===== config.mk =====
export PLATFORM = sky130hd
export DESIGN_NAME = icache_controller
export DESIGN_NICKNAME = d
export VERILOG_FILES = /design/src/rtl/icache_pkg.sv /design/src/rtl/icache_line_store.sv /design/src/rtl/icache_controller.sv
export SDC_FILE = /design/constraint.sdc
export NUM_CORES = 1
export LEC_CHECK = 0
export CAP_MARGIN = 15
export CORE_ASPECT_RATIO = 0.6
export CORE_UTILIZATION = 54
export DETAILED_ROUTE_END_ITERATION = 16
export GPL_ROUTABILITY_DRIVEN = 0
export PLACE_DENSITY = 0.75
export SYNTH_ARGS = -nofsm -noshare
export SYNTH_HDL_FRONTEND = slang
export SYNTH_HIERARCHICAL = 1
export SYNTH_SLANG_ARGS = --single-unit
export TNS_END_PERCENT = 5

===== constraint.sdc =====
create_clock -name CLK -period 11.82 [get_ports CLK]
set_input_delay 3.546 -clock CLK [delete_from_list [all_inputs] [get_ports CLK]]
set_output_delay 3.546 -clock CLK [all_outputs]
set_load 0.05 [all_outputs]

===== src/rtl/icache_pkg.sv =====
// Shared types and constants for the direct-mapped instruction cache.
package icache_pkg;

    localparam int unsigned ADDR_W   = 32;
    localparam int unsigned WORD_W   = 32;
    localparam int unsigned OFFSET_W = 4;
    localparam int unsigned BLOCK_W  = 128;

    typedef enum logic [1:0] {
        StIdle,
        StMissRead,
        StUpdate
    } icache_state_e;

    function automatic int unsigned idx_width(input int unsigned lines);
        return (lines > 1) ? $clog2(lines) : 1;
    endfunction

    function automatic int unsigned tag_width(input int unsigned lines);
        return ADDR_W - OFFSET_W - idx_width(lines);
    endfunction

endpackage


===== src/rtl/icache_line_store.sv =====
// Valid/tag/data arrays: one write port, one combinational read port, flush-all.
module icache_line_store
    import icache_pkg::*;
#(
    parameter int unsigned LINES = 8,
    parameter int unsigned TAG_W = 25,
    parameter int unsigned IDX_W = 3
) (
    input  logic               clk_i,
    input  logic               rst_ni,
    input  logic               flush_i,
    input  logic               we_i,
    input  logic [IDX_W-1:0]   waddr_i,
    input  logic [TAG_W-1:0]   wtag_i,
    input  logic [BLOCK_W-1:0] wdata_i,
    input  logic [IDX_W-1:0]   raddr_i,
    output logic               rvalid_o,
    output logic [TAG_W-1:0]   rtag_o,
    output logic [BLOCK_W-1:0] rdata_o
);

    logic [LINES-1:0]   valid_q;
    logic [TAG_W-1:0]   tag_q  [LINES];
    logic [BLOCK_W-1:0] data_q [LINES];

    // Valid bits: flush clears all, but a same-edge install wins for its own line.
    always_ff @(posedge clk_i or negedge rst_ni) begin
        if (!rst_ni) begin
            valid_q <= '0;
        end else begin
            if (flush_i) begin
                valid_q <= '0;
            end
            if (we_i) begin
                valid_q[waddr_i] <= 1'b1;
            end
        end
    end

    // Tag and data contents need no reset; valid gates their use.
    always_ff @(posedge clk_i) begin
        if (we_i) begin
            tag_q[waddr_i]  <= wtag_i;
            data_q[waddr_i] <= wdata_i;
        end
    end

    assign rvalid_o = valid_q[raddr_i];
    assign rtag_o   = tag_q[raddr_i];
    assign rdata_o  = data_q[raddr_i];

endmodule


===== src/rtl/icache_controller.sv =====
// Direct-mapped instruction cache controller with block refill FSM.
// Optional hit/miss counters enabled by defining ICACHE_PERF_CNT_EN.
module icache_controller
    import icache_pkg::*;
#(
    parameter int unsigned LINES = 8,
    parameter int unsigned TAG_W = tag_width(LINES)
) (
    input  logic                CLK,
    input  logic                RESET,
    input  logic                READ,
    input  logic [ADDR_W-1:0]   ADDRESS,
    input  logic                FLUSH,
    output logic [WORD_W-1:0]   INSTRUCTION,
    output logic                BUSYWAIT,
    output logic                MEM_READ,
    output logic [27:0]         MEM_ADDRESS,
    input  logic [BLOCK_W-1:0]  MEM_READDATA,
    input  logic                MEM_BUSYWAIT
`ifdef ICACHE_PERF_CNT_EN
    ,
    output logic [31:0]         HIT_COUNT,
    output logic [31:0]         MISS_COUNT
`endif
);

    localparam int unsigned IDX_W      = idx_width(LINES);
    localparam int unsigned BLK_ADDR_W = ADDR_W - OFFSET_W;

    icache_state_e         state_q, state_d;
    logic [BLK_ADDR_W-1:0] miss_addr_q, miss_addr_d;
    logic [BLOCK_W-1:0]    fill_data_q, fill_data_d;

    logic [IDX_W-1:0]   rd_idx;
    logic [TAG_W-1:0]   rd_tag;
    logic [1:0]         word_sel;
    logic               line_valid;
    logic [TAG_W-1:0]   line_tag;
    logic [BLOCK_W-1:0] line_data;
    logic               hit;
    logic               line_we;
    logic               busy_raw;

    assign rd_idx   = ADDRESS[OFFSET_W +: IDX_W];
    assign rd_tag   = ADDRESS[ADDR_W-1 -: TAG_W];
    assign word_sel = ADDRESS[3:2];

    icache_line_store #(
        .LINES (LINES),
        .TAG_W (TAG_W),
        .IDX_W (IDX_W)
    ) u_line_store (
        .clk_i    (CLK),
        .rst_ni   (RESET),
        .flush_i  (FLUSH),
        .we_i     (line_we),
        .waddr_i  (miss_addr_q[IDX_W-1:0]),
        .wtag_i   (miss_addr_q[BLK_ADDR_W-1 -: TAG_W]),
        .wdata_i  (fill_data_q),
        .raddr_i  (rd_idx),
        .rvalid_o (line_valid),
        .rtag_o   (line_tag),
        .rdata_o  (line_data)
    );

    assign hit         = READ & line_valid & (line_tag == rd_tag);
    assign INSTRUCTION = hit ? line_data[{word_sel, 5'd0} +: WORD_W] : '0;
    // Stall is forced low while reset is held, even though valid bits read as zero.
    assign BUSYWAIT    = RESET & busy_raw;
    // Refill address is the latched miss block; it simply holds while idle.
    assign MEM_ADDRESS = miss_addr_q;

    // Refill FSM: next state, miss latch and handshake outputs.
    always_comb begin
        state_d     = state_q;
        miss_addr_d = miss_addr_q;
        fill_data_d = fill_data_q;
        busy_raw    = 1'b0;
        MEM_READ    = 1'b0;
        line_we     = 1'b0;
        unique case (state_q)
            StIdle: begin
                busy_raw = READ & ~hit;
                if (READ && !hit) begin
                    miss_addr_d = ADDRESS[ADDR_W-1:OFFSET_W];
                    state_d     = StMissRead;
                end
            end
            StMissRead: begin
                busy_raw = 1'b1;
                MEM_READ = 1'b1;
                if (!MEM_BUSYWAIT) begin
                    fill_data_d = MEM_READDATA;
                    state_d     = StUpdate;
                end
            end
            StUpdate: begin
                busy_raw = 1'b1;
                line_we  = 1'b1;
                state_d  = StIdle;
            end
            default: state_d = StIdle;
        endcase
    end

    // FSM state and refill registers; reset abandons any refill in flight.
    always_ff @(posedge CLK or negedge RESET) begin
        if (!RESET) begin
            state_q     <= StIdle;
            miss_addr_q <= '0;
            fill_data_q <= '0;
        end else begin
            state_q     <= state_d;
            miss_addr_q <= miss_addr_d;
            fill_data_q <= fill_data_d;
        end
    end

`ifdef ICACHE_PERF_CNT_EN
    logic [31:0] hit_cnt_q, miss_cnt_q;

    // Count idle-state hits and miss launches; both wrap naturally.
    always_ff @(posedge CLK or negedge RESET) begin
        if (!RESET) begin
            hit_cnt_q  <= '0;
            miss_cnt_q <= '0;
        end else if (state_q == StIdle && READ) begin
            if (hit) begin
                hit_cnt_q <= hit_cnt_q + 32'd1;
            end else begin
                miss_cnt_q <= miss_cnt_q + 32'd1;
            end
        end
    end

    assign HIT_COUNT  = hit_cnt_q;
    assign MISS_COUNT = miss_cnt_q;
`endif

endmodule


==> impl_metrics.env <==
export IMPL_syn_nets=2454
export IMPL_p_clk_share_pct=30.9
export IMPL_start_util_pct=54.5
export IMPL_syn_area_mm2=0.0536
export IMPL_path_clk_slew_ns=0.07
export IMPL_cts_sinks=1390
export IMPL_drv_slew=0
export IMPL_cts_resized_gates=0
export IMPL_ant_nets=0
export IMPL_slowest_delay_ns=0.84
export IMPL_cts_root_buf="clkbuf_16"
export IMPL_initialDrtViolationCount=2249
export IMPL_vdd_drop_max_v=0.000160
export IMPL_setup_viol=0
export IMPL_ios=227
export IMPL_dp_cells=3752
export IMPL_hold_class="flip-flop to flip-flop"
export IMPL_grt_pass1_vias=25296
export IMPL_multi_input_area_mm2=0.0121
export IMPL_core_mm2=0.0983
export IMPL_status="complete, no violations"
export IMPL_ys_warn_count=6
export IMPL_insertion_delay_ns=0.72
export IMPL_vias=23993
export IMPL_io_buffers=224
export IMPL_antenna_found_initial=7
export IMPL_finalPower_uw=12800
export IMPL_grt_pass1_wl_um=163000
export IMPL_worstSetupPathType="input pin to primary output"
export IMPL_reg2regPathDepth=7
export IMPL_h_tree_depth=3
export IMPL_wirelength_um=109000
export IMPL_nFillCells=6417
export IMPL_slowest_stage="clkdlybuf4s50_1"
export IMPL_clock_fmax_mhz=89.2
export IMPL_numCtsBuffers=121
export IMPL_drc=0
export IMPL_timing_final_crit_share_pct=94.9
export IMPL_ctsLongestPathBuffers=3
export IMPL_cellPowerDensity_mw_per_mm2=208
export IMPL_dpl_cell_area_mm2=0.0574
export IMPL_hold_buffers=0
export IMPL_critPathCaptureType="primary output"
export IMPL_r2r_end="u_line_store/data_q[5][40]$_DFFE_PP_"
export IMPL_drv_cap=0
export IMPL_overflow=0
export IMPL_tightest_slew_ns=1.09
export IMPL_first_pass_iters=5
export IMPL_pwr_share_seq_pct=57.1
export IMPL_syn_avg_cell_area_um2=23.5
export IMPL_area_growth_pct=14.6
export IMPL_switchingPower_uw=3260
export IMPL_cts_tree="yes"
export IMPL_power_leakage_uw=0.0198
export IMPL_skew_ns=0.0443
export IMPL_gr_usage_all_layers_pct=22.2
export IMPL_post_cts_buffers=0
export IMPL_cp_max_fo=54
export IMPL_crit_path_start_kind="input pin"
export IMPL_final_seq_area_mm2=0.0409
export IMPL_fin_cells=3985
export IMPL_ys_seq_area_share_pct=76.3
export IMPL_drive_gt1_share_pct=33.5
export IMPL_rsz0062_at_grt="no"
export IMPL_post_drt_wl_per_cell_um=27.5
export IMPL_layout_min_cycle_time_ns=11.22
export IMPL_mostFrequentLayoutCells="edfxtp_1, mux4_2, mux2_2"
export IMPL_holdPathEnd="u_line_store/valid_q[1]$_DFF_PN0_"
export IMPL_p_int_uw=9540
export IMPL_via_per_inst=6.02
export IMPL_final_cell_area_mm2=0.0614
export IMPL_die_x_um=409
export IMPL_r2r_slack_ns=7.27
export IMPL_reg2reg_from="state_q[0]$_DFFE_PN0P_"
export IMPL_path_cells="buf_8 -> mux4_2 -> mux2_2 -> xor2_1 -> nor4_1 -> nand4_1 -> or2_2 -> buf_4 -> nor2b_1 -> clkdlybuf4s50_1"
export IMPL_min_from="u_line_store/valid_q[1]$_DFF_PN0_"
export IMPL_rows=89
export IMPL_pwr_share_comb_pct=11.9
export IMPL_layout_nets=2725
export IMPL_die_area_mm2=0.101
export IMPL_slew_headroom_pct=27.6
export IMPL_synth_seq_cells=1390
export IMPL_hold_depth=2
export IMPL_layout_commonest_cell="edfxtp_1"
export IMPL_grt_max_degree=147
export IMPL_die_h_um=246
export IMPL_yosysUniqueCellTypes=32
export IMPL_syn_inst=2285
export IMPL_swShare_pct=25.4
export IMPL_worstPathArrival_ns=7.67
export IMPL_dpl_hpwl_um=55600
export IMPL_finalHoldViolations=0
export IMPL_crit_required_ns=8.27
export IMPL_timing_hold_ws_ns=0.530
==> worst max-delay path: cells and delay by family <==
kind | cells | cell delay, ns
simple gates | 4 | 1.31
buf+inv | 3 | 1.60
xor+xnor | 1 | 0.17
mux | 2 | 0.88
==> power groups by stage <==
stage | sequential, uW | clock (uW) | combinational (uW)
floorplan | 7380 | 0 | 894
global placement | 7290 | 0 | 1520
detailed placement | 7420 | 0 | 1540
CTS | 7320 | 4030 | 1550
global route | 7430 | 4220 | 1620
finish | 7310 | 3960 | 1530
==> per-layer routing <==
layer | track usage [%] | part of all wire [%]
met5 | 0 | 0.024
met4 | 4.66 | 1.8
met3 | 3.95 | 5.8
met2 | 36.2 | 50
met1 | 31.7 | 43
==> cells in the mapped netlist (all sizes together) <==
| cell type | instances | area [um2] |
|---|---|---|
| xor2 | 25 | 219 |
| nor2b | 36 | 225 |
| nor3 | 3 | 15.0 |
| o211ai | 2 | 20.0 |
| o32ai | 2 | 17.5 |
| and3 | 1 | 6.26 |
| edfxtp | 1224 | 36800 |
| ha | 4 | 50.1 |
| o21ai | 1 | 5.00 |
| buf | 80 | 517 |
| nor2 | 11 | 41.3 |
| nand2b | 4 | 25.0 |
| mux2 | 310 | 3520 |
| a21oi | 3 | 15.0 |
| or2 | 1 | 6.26 |
| a211oi | 1 | 7.51 |
| nor4 | 10 | 62.6 |
| nand4 | 4 | 25.0 |
| nor3b | 1 | 7.51 |
| o22ai | 6 | 37.5 |
| clkbuf | 34 | 128 |
| or4b | 1 | 10.0 |
| nand2 | 4 | 15.0 |
| mux4 | 340 | 7660 |
| inv | 11 | 41.3 |
| dfrtp | 166 | 4150 |
==> kinds of logic (layout without fill, tap and decap cells) <==
kind of cell | after synthesis | count (layout) | share of synthesized area [%]
simple gates | 76 | 76 | 0.820
xor+xnor | 25 | 25 | 0.409
other cells | 0 | 1 | 0
fa+ha+maj | 4 | 4 | 0.0934
compound gates | 15 | 15 | 0.191
mux | 650 | 650 | 20.9
buf+inv | 125 | 505 | 1.28
flops | 1390 | 1390 | 76.3
==> layout make-up <==
type                       count  share of cell area [%]
clock inverter                68                    1.11
clock buffer                 164                    5.46
timing repair buffer         262                    4.39
antenna                        1                 0.00408
multi-input combinational    770                    19.7
inverter                      11                  0.0672
sequential                  1390                    66.6
tap                         1319                    2.69
==> flip-flops by register name (all words and copies together), names as in the netlist <==
name and cells:
MEM_ADDRESS 28, fill_data_q 128, state_q 2, u_line_store/data_q 1024, u_line_store/tag_q 200, u_line_store/valid_q 8
==> worst max path at each step <==
stage                               startpoint                                   to  cells after the start
global placement                    ADDRESS[4]                      INSTRUCTION[25]                     10
CTS                                 ADDRESS[4]                      INSTRUCTION[25]                     10
finish                              ADDRESS[4]                      INSTRUCTION[21]                     10
detailed placement                  ADDRESS[4]                      INSTRUCTION[30]                      8
floorplan           MEM_ADDRESS[2]$_DFFE_PN0P_  u_line_store/data_q[4][0]$_DFFE_PP_                      2
global route                        ADDRESS[4]                      INSTRUCTION[21]                     10
==> metrics by stage <==
stage	TNS, ns	worst slack [ns]	util [%]
2_1_floorplan	-43.67	-0.285	-
3_3_place_gp	0	0.661	58.3
3_5_place_dp	0	0.628	58.3
4_1_cts	0	0.621	62.4
5_1_grt	0	0.472	62.4
6_report	0	0.604	62.4
Note: power is estimated with default switching activity, not from simulation.
